[src/rtl/raster_frame_sequencer_pkg.sv]
// rtl/raster_frame_sequencer_pkg.sv - shared types and constants for the raster frame sequencer
// Contents: raster_state_e (sequencer states), rgb565_t (framebuffer pixel),
//           COLOR_RED / COLOR_BLACK default colours.
package raster_frame_sequencer_pkg;

  typedef enum logic [2:0] {
    ST_IDLE   = 3'd0,
    ST_CLEAR  = 3'd1,
    ST_FETCH  = 3'd2,
    ST_LATCH  = 3'd3,
    ST_RASTER = 3'd4,
    ST_DONE   = 3'd5
  } raster_state_e;

  typedef logic [15:0] rgb565_t;

  localparam rgb565_t COLOR_RED   = 16'hF800;
  localparam rgb565_t COLOR_BLACK = 16'h0000;

endpackage

[src/rtl/raster_frame_sequencer_if.sv]
// rtl/raster_frame_sequencer_if.sv - VRAM / point-tester / framebuffer bundle of the sequencer
// Signals: vram_rd_addr, vram_rd_data (sync VRAM read port); tri_data, pix_x, pix_y, hit
//          (tri_point_tester); fb_wr_en, fb_wr_addr, fb_wr_data (framebuffer write port).
// Modports: master = sequencer side, slave = memories / tester side.
interface raster_frame_sequencer_if #(
  parameter int DISPLAY_WIDTH         = 100,
  parameter int DISPLAY_HEIGHT        = 100,
  parameter int VRAM_DATA_BITS        = 8,
  parameter int VRAM_SIZE             = 256,
  parameter int FRAMEBUFFER_DATA_BITS = 16
);
  localparam int VRAM_ADDR_BITS        = $clog2(VRAM_SIZE);
  localparam int X_BITS                = $clog2(DISPLAY_WIDTH);
  localparam int Y_BITS                = $clog2(DISPLAY_HEIGHT);
  localparam int FRAMEBUFFER_ADDR_BITS = $clog2(DISPLAY_WIDTH * DISPLAY_HEIGHT);

  logic [VRAM_ADDR_BITS-1:0]        vram_rd_addr;
  logic [VRAM_DATA_BITS-1:0]        vram_rd_data;
  logic [VRAM_DATA_BITS-1:0]        tri_data;
  logic [X_BITS-1:0]                pix_x;
  logic [Y_BITS-1:0]                pix_y;
  logic                             hit;
  logic                             fb_wr_en;
  logic [FRAMEBUFFER_ADDR_BITS-1:0] fb_wr_addr;
  logic [FRAMEBUFFER_DATA_BITS-1:0] fb_wr_data;

  modport master (
    output vram_rd_addr, input vram_rd_data,
    output tri_data, pix_x, pix_y, input hit,
    output fb_wr_en, fb_wr_addr, fb_wr_data
  );

  modport slave (
    input vram_rd_addr, output vram_rd_data,
    input tri_data, pix_x, pix_y, output hit,
    input fb_wr_en, fb_wr_addr, fb_wr_data
  );
endinterface

[src/rtl/raster_frame_sequencer_sweep.sv]
// rtl/raster_frame_sequencer_sweep.sv - raster_pixel_sweep: x/y/linear pixel counters
// Ports: clk, rst_n (async active-low), clr (zero all counters), en (advance one pixel, x fastest),
//        x, y (coordinates), lin (row-major linear address), last (at x=W-1, y=H-1).
module raster_pixel_sweep #(
  parameter int DISPLAY_WIDTH  = 100,
  parameter int DISPLAY_HEIGHT = 100
) (
  input  logic                                              clk,
  input  logic                                              rst_n,
  input  logic                                              clr,
  input  logic                                              en,
  output logic [$clog2(DISPLAY_WIDTH)-1:0]                  x,
  output logic [$clog2(DISPLAY_HEIGHT)-1:0]                 y,
  output logic [$clog2(DISPLAY_WIDTH*DISPLAY_HEIGHT)-1:0]   lin,
  output logic                                              last
);
  localparam int X_BITS = $clog2(DISPLAY_WIDTH);
  localparam int Y_BITS = $clog2(DISPLAY_HEIGHT);
  localparam logic [X_BITS-1:0] X_LAST = X_BITS'(DISPLAY_WIDTH - 1);
  localparam logic [Y_BITS-1:0] Y_LAST = Y_BITS'(DISPLAY_HEIGHT - 1);

  assign last = (x == X_LAST) && (y == Y_LAST);

  // The linear address runs alongside x/y so no y*W multiply is needed.
  always_ff @(posedge clk or negedge rst_n) begin
    if (!rst_n) begin
      x   <= '0;
      y   <= '0;
      lin <= '0;
    end else if (clr || (en && last)) begin
      x   <= '0;
      y   <= '0;
      lin <= '0;
    end else if (en) begin
      lin <= lin + 1'b1;
      if (x == X_LAST) begin
        x <= '0;
        y <= y + 1'b1;
      end else begin
        x <= x + 1'b1;
      end
    end
  end
endmodule

[src/rtl/raster_frame_sequencer.sv]
// rtl/raster_frame_sequencer.sv - frame controller: optional clear, per-triangle fetch and pixel sweep
// Ports: clk, rst (async active-low), start, tri_count (latched on accepted start, capped at VRAM_SIZE),
//        busy, frame_done (one-cycle pulse), bus (raster_frame_sequencer_if.master).
// Build option: RASTER_FRAME_CLEAR_EN enables the framebuffer CLEAR pass before the triangles.
module raster_frame_sequencer
  import raster_frame_sequencer_pkg::*;
#(
  parameter int      DISPLAY_WIDTH         = 100,
  parameter int      DISPLAY_HEIGHT        = 100,
  parameter int      VRAM_DATA_BITS        = 8,
  parameter int      VRAM_SIZE             = 256,
  parameter int      VRAM_ADDR_BITS        = $clog2(VRAM_SIZE),
  parameter int      FRAMEBUFFER_DATA_BITS = 16,
  parameter int      FRAMEBUFFER_ADDR_BITS = $clog2(DISPLAY_WIDTH * DISPLAY_HEIGHT),
  parameter rgb565_t TRI_COLOR             = COLOR_RED,
  parameter rgb565_t CLEAR_COLOR           = COLOR_BLACK
) (
  input  logic                        clk,
  input  logic                        rst,
  input  logic                        start,
  input  logic [VRAM_ADDR_BITS:0]     tri_count,
  output logic                        busy,
  output logic                        frame_done,
  raster_frame_sequencer_if.master    bus
);
  localparam int CNT_BITS = VRAM_ADDR_BITS + 1;
  localparam logic [CNT_BITS-1:0] MAX_COUNT = CNT_BITS'(VRAM_SIZE);

  raster_state_e state, state_next;

  logic [CNT_BITS-1:0]                count;
  logic [CNT_BITS-1:0]                count_capped;
  logic [VRAM_ADDR_BITS-1:0]          tri_idx;
  logic [VRAM_DATA_BITS-1:0]          tri_data_q;
  logic                               last_tri;
  logic                               sweep_en;
  logic                               sweep_last;
  logic [$clog2(DISPLAY_WIDTH)-1:0]   sweep_x;
  logic [$clog2(DISPLAY_HEIGHT)-1:0]  sweep_y;
  logic [FRAMEBUFFER_ADDR_BITS-1:0]   sweep_lin;

  assign count_capped = (tri_count > MAX_COUNT) ? MAX_COUNT : tri_count;
  assign last_tri     = ({1'b0, tri_idx} == (count - 1'b1));

  raster_pixel_sweep #(
    .DISPLAY_WIDTH  (DISPLAY_WIDTH),
    .DISPLAY_HEIGHT (DISPLAY_HEIGHT)
  ) u_sweep (
    .clk   (clk),
    .rst_n (rst),
    .clr   (!sweep_en),
    .en    (sweep_en),
    .x     (sweep_x),
    .y     (sweep_y),
    .lin   (sweep_lin),
    .last  (sweep_last)
  );

  always_ff @(posedge clk or negedge rst) begin
    if (!rst) state <= ST_IDLE;
    else      state <= state_next;
  end

  // Frame bookkeeping: triangle count/index and the latched triangle word.
  always_ff @(posedge clk or negedge rst) begin
    if (!rst) begin
      count      <= '0;
      tri_idx    <= '0;
      tri_data_q <= '0;
    end else begin
      if (state == ST_IDLE && start) begin
        count   <= count_capped;
        tri_idx <= '0;
      end
      if (state == ST_LATCH) tri_data_q <= bus.vram_rd_data;
      if (state == ST_RASTER && sweep_last && !last_tri) tri_idx <= tri_idx + 1'b1;
    end
  end

  always_comb begin
    state_next = state;
    case (state)
      ST_IDLE: begin
        if (start) begin
`ifdef RASTER_FRAME_CLEAR_EN
          state_next = ST_CLEAR;
`else
          state_next = (count_capped != '0) ? ST_FETCH : ST_DONE;
`endif
        end
      end
      ST_CLEAR: begin
`ifdef RASTER_FRAME_CLEAR_EN
        if (sweep_last) state_next = (count != '0) ? ST_FETCH : ST_DONE;
`else
        state_next = ST_IDLE;
`endif
      end
      ST_FETCH:  state_next = ST_LATCH;
      ST_LATCH:  state_next = ST_RASTER;
      ST_RASTER: if (sweep_last) state_next = last_tri ? ST_DONE : ST_FETCH;
      ST_DONE:   state_next = ST_IDLE;
      default:   state_next = ST_IDLE;
    endcase
  end

  always_comb begin
    busy           = (state != ST_IDLE);
    frame_done     = (state == ST_DONE);
    sweep_en       = (state == ST_CLEAR) || (state == ST_RASTER);
    bus.fb_wr_en   = 1'b0;
    bus.fb_wr_data = '0;
    case (state)
      ST_CLEAR: begin
        bus.fb_wr_en   = 1'b1;
        bus.fb_wr_data = FRAMEBUFFER_DATA_BITS'(CLEAR_COLOR);
      end
      ST_RASTER: begin
        bus.fb_wr_en   = bus.hit;
        bus.fb_wr_data = FRAMEBUFFER_DATA_BITS'(TRI_COLOR);
      end
      default: ;
    endcase
  end

  assign bus.vram_rd_addr = tri_idx;
  assign bus.tri_data     = tri_data_q;
  assign bus.pix_x        = sweep_x;
  assign bus.pix_y        = sweep_y;
  assign bus.fb_wr_addr   = sweep_lin;
endmodule

[src/flat_wrapper.sv]
// flat-port wrapper written by rule: the top's interface ports become plain ports
module raster_frame_sequencer_flat import raster_frame_sequencer_pkg::*;
#(
  parameter int      DISPLAY_WIDTH         = 100,
  parameter int      DISPLAY_HEIGHT        = 100,
  parameter int      VRAM_DATA_BITS        = 8,
  parameter int      VRAM_SIZE             = 256,
  parameter int      VRAM_ADDR_BITS        = $clog2(VRAM_SIZE),
  parameter int      FRAMEBUFFER_DATA_BITS = 16,
  parameter int      FRAMEBUFFER_ADDR_BITS = $clog2(DISPLAY_WIDTH * DISPLAY_HEIGHT),
  parameter rgb565_t TRI_COLOR             = COLOR_RED,
  parameter rgb565_t CLEAR_COLOR           = COLOR_BLACK
)
  (clk, rst, start, tri_count, busy, frame_done, bus_vram_rd_addr, bus_vram_rd_data, bus_tri_data, bus_pix_x, bus_pix_y, bus_hit, bus_fb_wr_en, bus_fb_wr_addr, bus_fb_wr_data);
  raster_frame_sequencer_if #(.DISPLAY_WIDTH(DISPLAY_WIDTH), .DISPLAY_HEIGHT(DISPLAY_HEIGHT), .VRAM_DATA_BITS(VRAM_DATA_BITS), .VRAM_SIZE(VRAM_SIZE), .FRAMEBUFFER_DATA_BITS(FRAMEBUFFER_DATA_BITS)) bus_i ();
  input  logic clk;
  input  logic rst;
  input  logic start;
  input  logic [VRAM_ADDR_BITS:0] tri_count;
  output logic busy;
  output logic frame_done;
  output wire logic [$bits(bus_i.vram_rd_addr)-1:0] bus_vram_rd_addr;
  input wire logic [$bits(bus_i.vram_rd_data)-1:0] bus_vram_rd_data;
  output wire logic [$bits(bus_i.tri_data)-1:0] bus_tri_data;
  output wire logic [$bits(bus_i.pix_x)-1:0] bus_pix_x;
  output wire logic [$bits(bus_i.pix_y)-1:0] bus_pix_y;
  input wire logic [$bits(bus_i.hit)-1:0] bus_hit;
  output wire logic [$bits(bus_i.fb_wr_en)-1:0] bus_fb_wr_en;
  output wire logic [$bits(bus_i.fb_wr_addr)-1:0] bus_fb_wr_addr;
  output wire logic [$bits(bus_i.fb_wr_data)-1:0] bus_fb_wr_data;
  assign bus_vram_rd_addr = bus_i.vram_rd_addr;
  assign bus_i.vram_rd_data = bus_vram_rd_data;
  assign bus_tri_data = bus_i.tri_data;
  assign bus_pix_x = bus_i.pix_x;
  assign bus_pix_y = bus_i.pix_y;
  assign bus_i.hit = bus_hit;
  assign bus_fb_wr_en = bus_i.fb_wr_en;
  assign bus_fb_wr_addr = bus_i.fb_wr_addr;
  assign bus_fb_wr_data = bus_i.fb_wr_data;
  raster_frame_sequencer #(.DISPLAY_WIDTH(DISPLAY_WIDTH), .DISPLAY_HEIGHT(DISPLAY_HEIGHT), .VRAM_DATA_BITS(VRAM_DATA_BITS), .VRAM_SIZE(VRAM_SIZE), .VRAM_ADDR_BITS(VRAM_ADDR_BITS), .FRAMEBUFFER_DATA_BITS(FRAMEBUFFER_DATA_BITS), .FRAMEBUFFER_ADDR_BITS(FRAMEBUFFER_ADDR_BITS), .TRI_COLOR(TRI_COLOR), .CLEAR_COLOR(CLEAR_COLOR)) u_core (.clk(clk), .rst(rst), .start(start), .tri_count(tri_count), .busy(busy), .frame_done(frame_done), .bus(bus_i));
endmodule
[config.mk]
export PLATFORM = sky130hd
export DESIGN_NAME = raster_frame_sequencer_flat
export DESIGN_NICKNAME = d
export VERILOG_FILES = /design/src/rtl/raster_frame_sequencer_pkg.sv /design/src/rtl/raster_frame_sequencer_if.sv /design/src/rtl/raster_frame_sequencer_sweep.sv /design/src/rtl/raster_frame_sequencer.sv /design/src/flat_wrapper.sv
export SDC_FILE = /design/constraint.sdc
export NUM_CORES = 1
export LEC_CHECK = 0
export ABC_AREA = 0
export CORE_MARGIN = 2
export CORE_UTILIZATION = 48
export CTS_BUF_LIST = sky130_fd_sc_hd__clkbuf_4
export DETAILED_ROUTE_END_ITERATION = 8
export PLACE_DENSITY = 0.86
export SLEW_MARGIN = 10
export SYNTH_ARGS = -nofsm -noshare
export SYNTH_HDL_FRONTEND = slang
export SYNTH_HIERARCHICAL = 1
export SYNTH_SLANG_ARGS = --single-unit
[constraint.sdc]
create_clock -name clk -period 3.2 [get_ports clk]
set_input_delay 0.64 -clock clk [delete_from_list [all_inputs] [get_ports clk]]
set_output_delay 0.64 -clock clk [all_outputs]
set_load 0.02 [all_outputs]
=== Word-level counts from Yosys, hierarchy flattened ===
Cells that the tools add are included.

* Eq/ne operators: 10
* Reduce and logical (&&, ||, !) cells: 17
* Order comparisons: 1
* Mux-type cells: 18
* Add/sub/neg operators: 5

{| class="wikitable"
|+ Operators with widths
! cell !! count
|-
| 7-bit two-way mux || 6
|-
| 14-bit two-way mux || 2
|-
| 16-bit two-way mux || 1
|-
| 8-bit two-way mux || 2
|-
| 14-bit by 1-bit adder with 14-bit output (second input constant) || 1
|-
| 7-bit by 1-bit adder with 7-bit output (second input constant) || 2
|-
| 7-bit equality test (second input constant) || 2
|-
| 3-bit two-way mux || 4
|-
| 3-bit one-hot mux with 4 select lines || 1
|-
| 8-bit by 9-bit equality test with 1-bit output || 1
|-
| 9-bit > comparator (second input constant) || 1
|-
| 9-bit two-way mux || 1
|-
| 9-bit nonzero test || 1
|-
| 9-bit by 1-bit subtractor with 9-bit output (second input constant) || 1
|-
| 8-bit by 1-bit adder with 8-bit output (second input constant) || 1
|-
| 3-bit by 2-bit equality test with 1-bit output (second input constant) || 2
|-
| 3-bit equality test (second input constant) || 2
|-
| 2-bit nonzero test || 3
|-
| 1-bit logical AND || 5
|-
| 2-bit AND reduction || 2
|-
| 3-bit by 1-bit equality test with 1-bit output (second input constant) || 1
|-
| 3-bit zero test || 1
|-
| 3-bit nonzero test || 1
|-
| 1-bit zero test || 2
|-
| other kinds (4) || 5
|}

* Word-level logic and storage cells: 58
* Register bits after elaboration: 56

=== Logic depth before layout (Yosys ltp) ===
* Depth in word-level cells: 6
* Depth in mapped cells: 10

=== By module ===
The synthesis kept the hierarchy.

{| class="wikitable"
|+ By module, submodules not included
! module !! cells each !! area each (sq um) !! times used
|-
| raster_frame_sequencer || 196 || 1855.5 || 1
|-
| raster_pixel_sweep || 153 || 1577.8 || 1
|}

=== Worst setup path before layout ===
No wires, ideal clock.

* Path kind: reg-to-output
* Start point: reg u_core.state[1]
* End point: out bus_fb_wr_data[12]
* Setup slack: 1.049 ns
* Buffers on the path: 1
* Data arrival time: 1.511 ns
* Stages on the path, launching flop included: 3
* Data required time: 2.560 ns
* Path through: dfrtp_1 -> nor3b_1 -> buf_4

* Cells in the longest elaborated chain, start to end: 2

{| class="wikitable"
|+ Ends and longest elaborated chain
! what !! line !! RTL
|-
| start: declaration || raster_frame_sequencer.sv:29 || <nowiki>raster_state_e state, state_next;</nowiki>
|-
| start signal: assignment || raster_frame_sequencer.sv:61 || <nowiki>else state <= state_next;</nowiki>
|-
| 3-bit equality test || raster_frame_sequencer.sv:113 || <nowiki>case (state)</nowiki>
|-
| 16-bit two-way mux || raster_frame_sequencer.sv:113 ||
|-
| end: declaration || flat_wrapper.sv:30 || <nowiki>output wire logic [$bits(bus_i.fb_wr_data)-1:0] bus_fb_wr_data;</nowiki>
|}

No other way between the ends.

=== Final worst setup path ===
* Start point: reg u_core.state[2]
* End point: out bus_fb_wr_data[11]

The elaborated chain is that of the path after synthesis.

==> reports/qor.yml <==
clk_pin_slew_worst_paths_ns: 0.16
synthArstFlopShare: 1.00
core_um2: 6870
synth_flop_cell: "dfrtp_1"
ant_nets: 0
final_cells: 510
first_iter_violations: 174
setup_viol: 0
setup_ws_ns: 0.574
period_share: 0.821
nNetsFinal: 439
seq_area_um2: 1400
dieWidth_um: 88.6
grt_pass1_wl_um: 12400
post_cts_resized: 0
dp_hpwl_um: 5460
final_core_util: 0.610
cp_data_required_time_ns: 2.56
fill_cells: 573
reg2reg_depth: 8
power_mw: 2.42
synth_cells: 349
r2r_start: "u_core/count[0]"
pwr_density_cell_nw_per_um2: 578
drt_wl_total_um: 7480
hp-class: "primary input to async pin"
port_buffers: 72
synth_area_per_cell_um2: 9.84
area_growth_pct: 22.0
clock-sinks: 56
r2r-end: "u_core/bus.vram_rd_addr[4]"
num_vias: 2820
multi_input_area_um2: 1810
clk_path_buf_depth: 2
drc: 0
cp_max_fo: 12
vias_per_cell: 5.53
synth_area_leaders: "dfrtp_1, xnor2_1, buf_4"
grt.total_usage: 0.199
syn_area_um2: 3430
yosys.area.top_type: "dfrtp_1"
fmax_mhz: 381
rsz0062_at_grt: "false"
cts_max_level: 2
finalCriticalPeriod_ns: 2.63
grt_overflow_total: 0
ios: 84
drive_above_1_share: 0.106
post_drt_wl_per_cell_um: 14.7
dieHeight_um: 88.6
cp-start-kind: "flop"
cts_tree: "yes"
ir_worst_vdd_v: 0.000321
grt_pass1_vias: 2658
ys_seq_elements: 56
synth-edff-count: 0
hold_buffers: 0
place_congestion: 0.888
postCtsSetupRepairBufs: 0
yosysWarnings: 6
placedCellCount: 502
path_class: "flop to primary output"
place_ws_ns: 0.598
grt_max_degree: 37
status: "finished clean"
synth_cell_types: 61
num_antenna_cells: 0
hold_viol_final: 0
r2r_setup_slack_ns: 0.76
cts_inserted_buffers: 5
dieArea_um2: 7850
maxCapViolations: 0
synth_top_area_frac: 0.408
antenna_found_initial: 0
end_kind: "primary output"
synth-seq-area-share: 0.408
maxSlewViolCount: 0
maxSlewHeadroom: 0.607
root_buffer: "clkbuf_4"
worst_pin_slew_ns: 0.584
tns_ns: 0
leakage_nw: 1.61
clock_latency_ns: 0.39
worstPathArrival_ns: 1.99
rows: 30
initial_core_util: 0.500
skew_ns: 0.0183
dr.pass1.iters: 4
## final cells by class
type / count / area share
tap: 96 / 0.0287
timing repair buffer: 77 / 0.180
sequential: 56 / 0.334
multi-input combinational: 258 / 0.431
clock buffer: 5 / 0.00896
clock inverter: 3 / 0.00328
inverter: 15 / 0.0134
## sequential cells by signal (all words and copies together) (netlist names)
register / cells
u_core/bus.tri_data: 8
u_core/bus.vram_rd_addr: 8
u_core/count: 9
u_core/state: 3
u_core/u_sweep/lin: 14
u_core/u_sweep/x: 7
u_core/u_sweep/y: 7
## metal layers
metal	global-route usage	part of all wire
met4	0.0689	0.014
met5	0	0
met2	0.324	0.49
met3	0.0410	0.058
met1	0.265	0.44
## placed cells by master, fill, tap and decap left out, drive strengths merged, types with 3 or more instances in the layout
cell,n
and2,3
and3,6
mux2i,5
xor2,10
a21oi,13
nand2,30
nor2b,3
buf,6
dfrtp,56
a31oi,4
mux2,9
xnor2,22
ha,5
inv,15
nand3,9
nor2,28
nand4,6
conb,11
clkinv,3
or3,4
nand2b,15
o2bb2ai,4
o2111ai,3
o21ai,15
clkbuf,5
o211ai,3
clkdlybuf4s50,71
nor4,9
nand3b,4
nor3,11
## stage by stage
stage | hold WS (ns) | area (um^2)
finish | 0.182 | 4190
floorplan | 0.344 | 3470
CTS | 0.185 | 4190
global placement | 0.487 | 4140
detailed placement | 0.497 | 4140
global route | 0.201 | 4190
## report_power, final
part           switching (mW)  leakage (nW)  total [mW]  internal (mW)
combinational           0.614         0.822        1.12          0.506
clock                   0.222        0.0324       0.304         0.0815
sequential              0.174         0.751        1.00          0.827
## worst max path at each step
stage                     slack [ns]             from            endpoint  cells past startpoint
final                           0.57  u_core/state[2]  bus_fb_wr_data[11]                      3
after global routing            0.42  u_core/state[2]  bus_fb_wr_data[11]                      3
after CTS                       0.55  u_core/state[2]  bus_fb_wr_data[11]                      3
after detailed placement        0.60          bus_hit        bus_fb_wr_en                      4
after global placement          0.58          bus_hit        bus_fb_wr_en                      4
after floorplan                 1.05  u_core/state[1]  bus_fb_wr_data[12]                      2
## worst max-delay path, cell delays in order, from the launching register on
cell	delay, ns
dfrtp_1	0.56
nor3b_1	0.23
buf_4	0.18
clkdlybuf4s50_1	0.63
## synth_stat cells (all sizes together) (3+ instances only)
| cell type | count |
|---|---|
| o211ai | 3 |
| xnor2 | 22 |
| ha | 5 |
| nor2b | 3 |
| clkbuf | 10 |
| nor4 | 9 |
| o2bb2ai | 4 |
| xor2 | 10 |
| and2 | 3 |
| nand2 | 30 |
| buf | 20 |
| dfrtp | 56 |
| o2111ai | 3 |
| mux2i | 5 |
| nand3b | 4 |
| nand2b | 15 |
| or3 | 4 |
| nor3 | 11 |
| nor2 | 28 |
| a31oi | 4 |
| nand4 | 6 |
| nand3 | 9 |
| o21ai | 15 |
| mux2 | 9 |
| and3 | 6 |
| a21oi | 13 |
| inv | 15 |
## logic make-up (layout without fill, tap and decap cells)
kind of cell	count (synthesis)	count (layout)	share of synthesized area
buffers and inverters	45	100	0.0762
AND/OR/NAND/NOR	137	137	0.236
flip-flops	56	56	0.408
XOR/XNOR	32	32	0.0816
other	1	11	0.00109
AO/OA/AOI/OAI	59	59	0.135
multiplexers	14	14	0.0441
adder cells (fa/ha/maj)	5	5	0.0182
(Power assumes the default switching activity.)
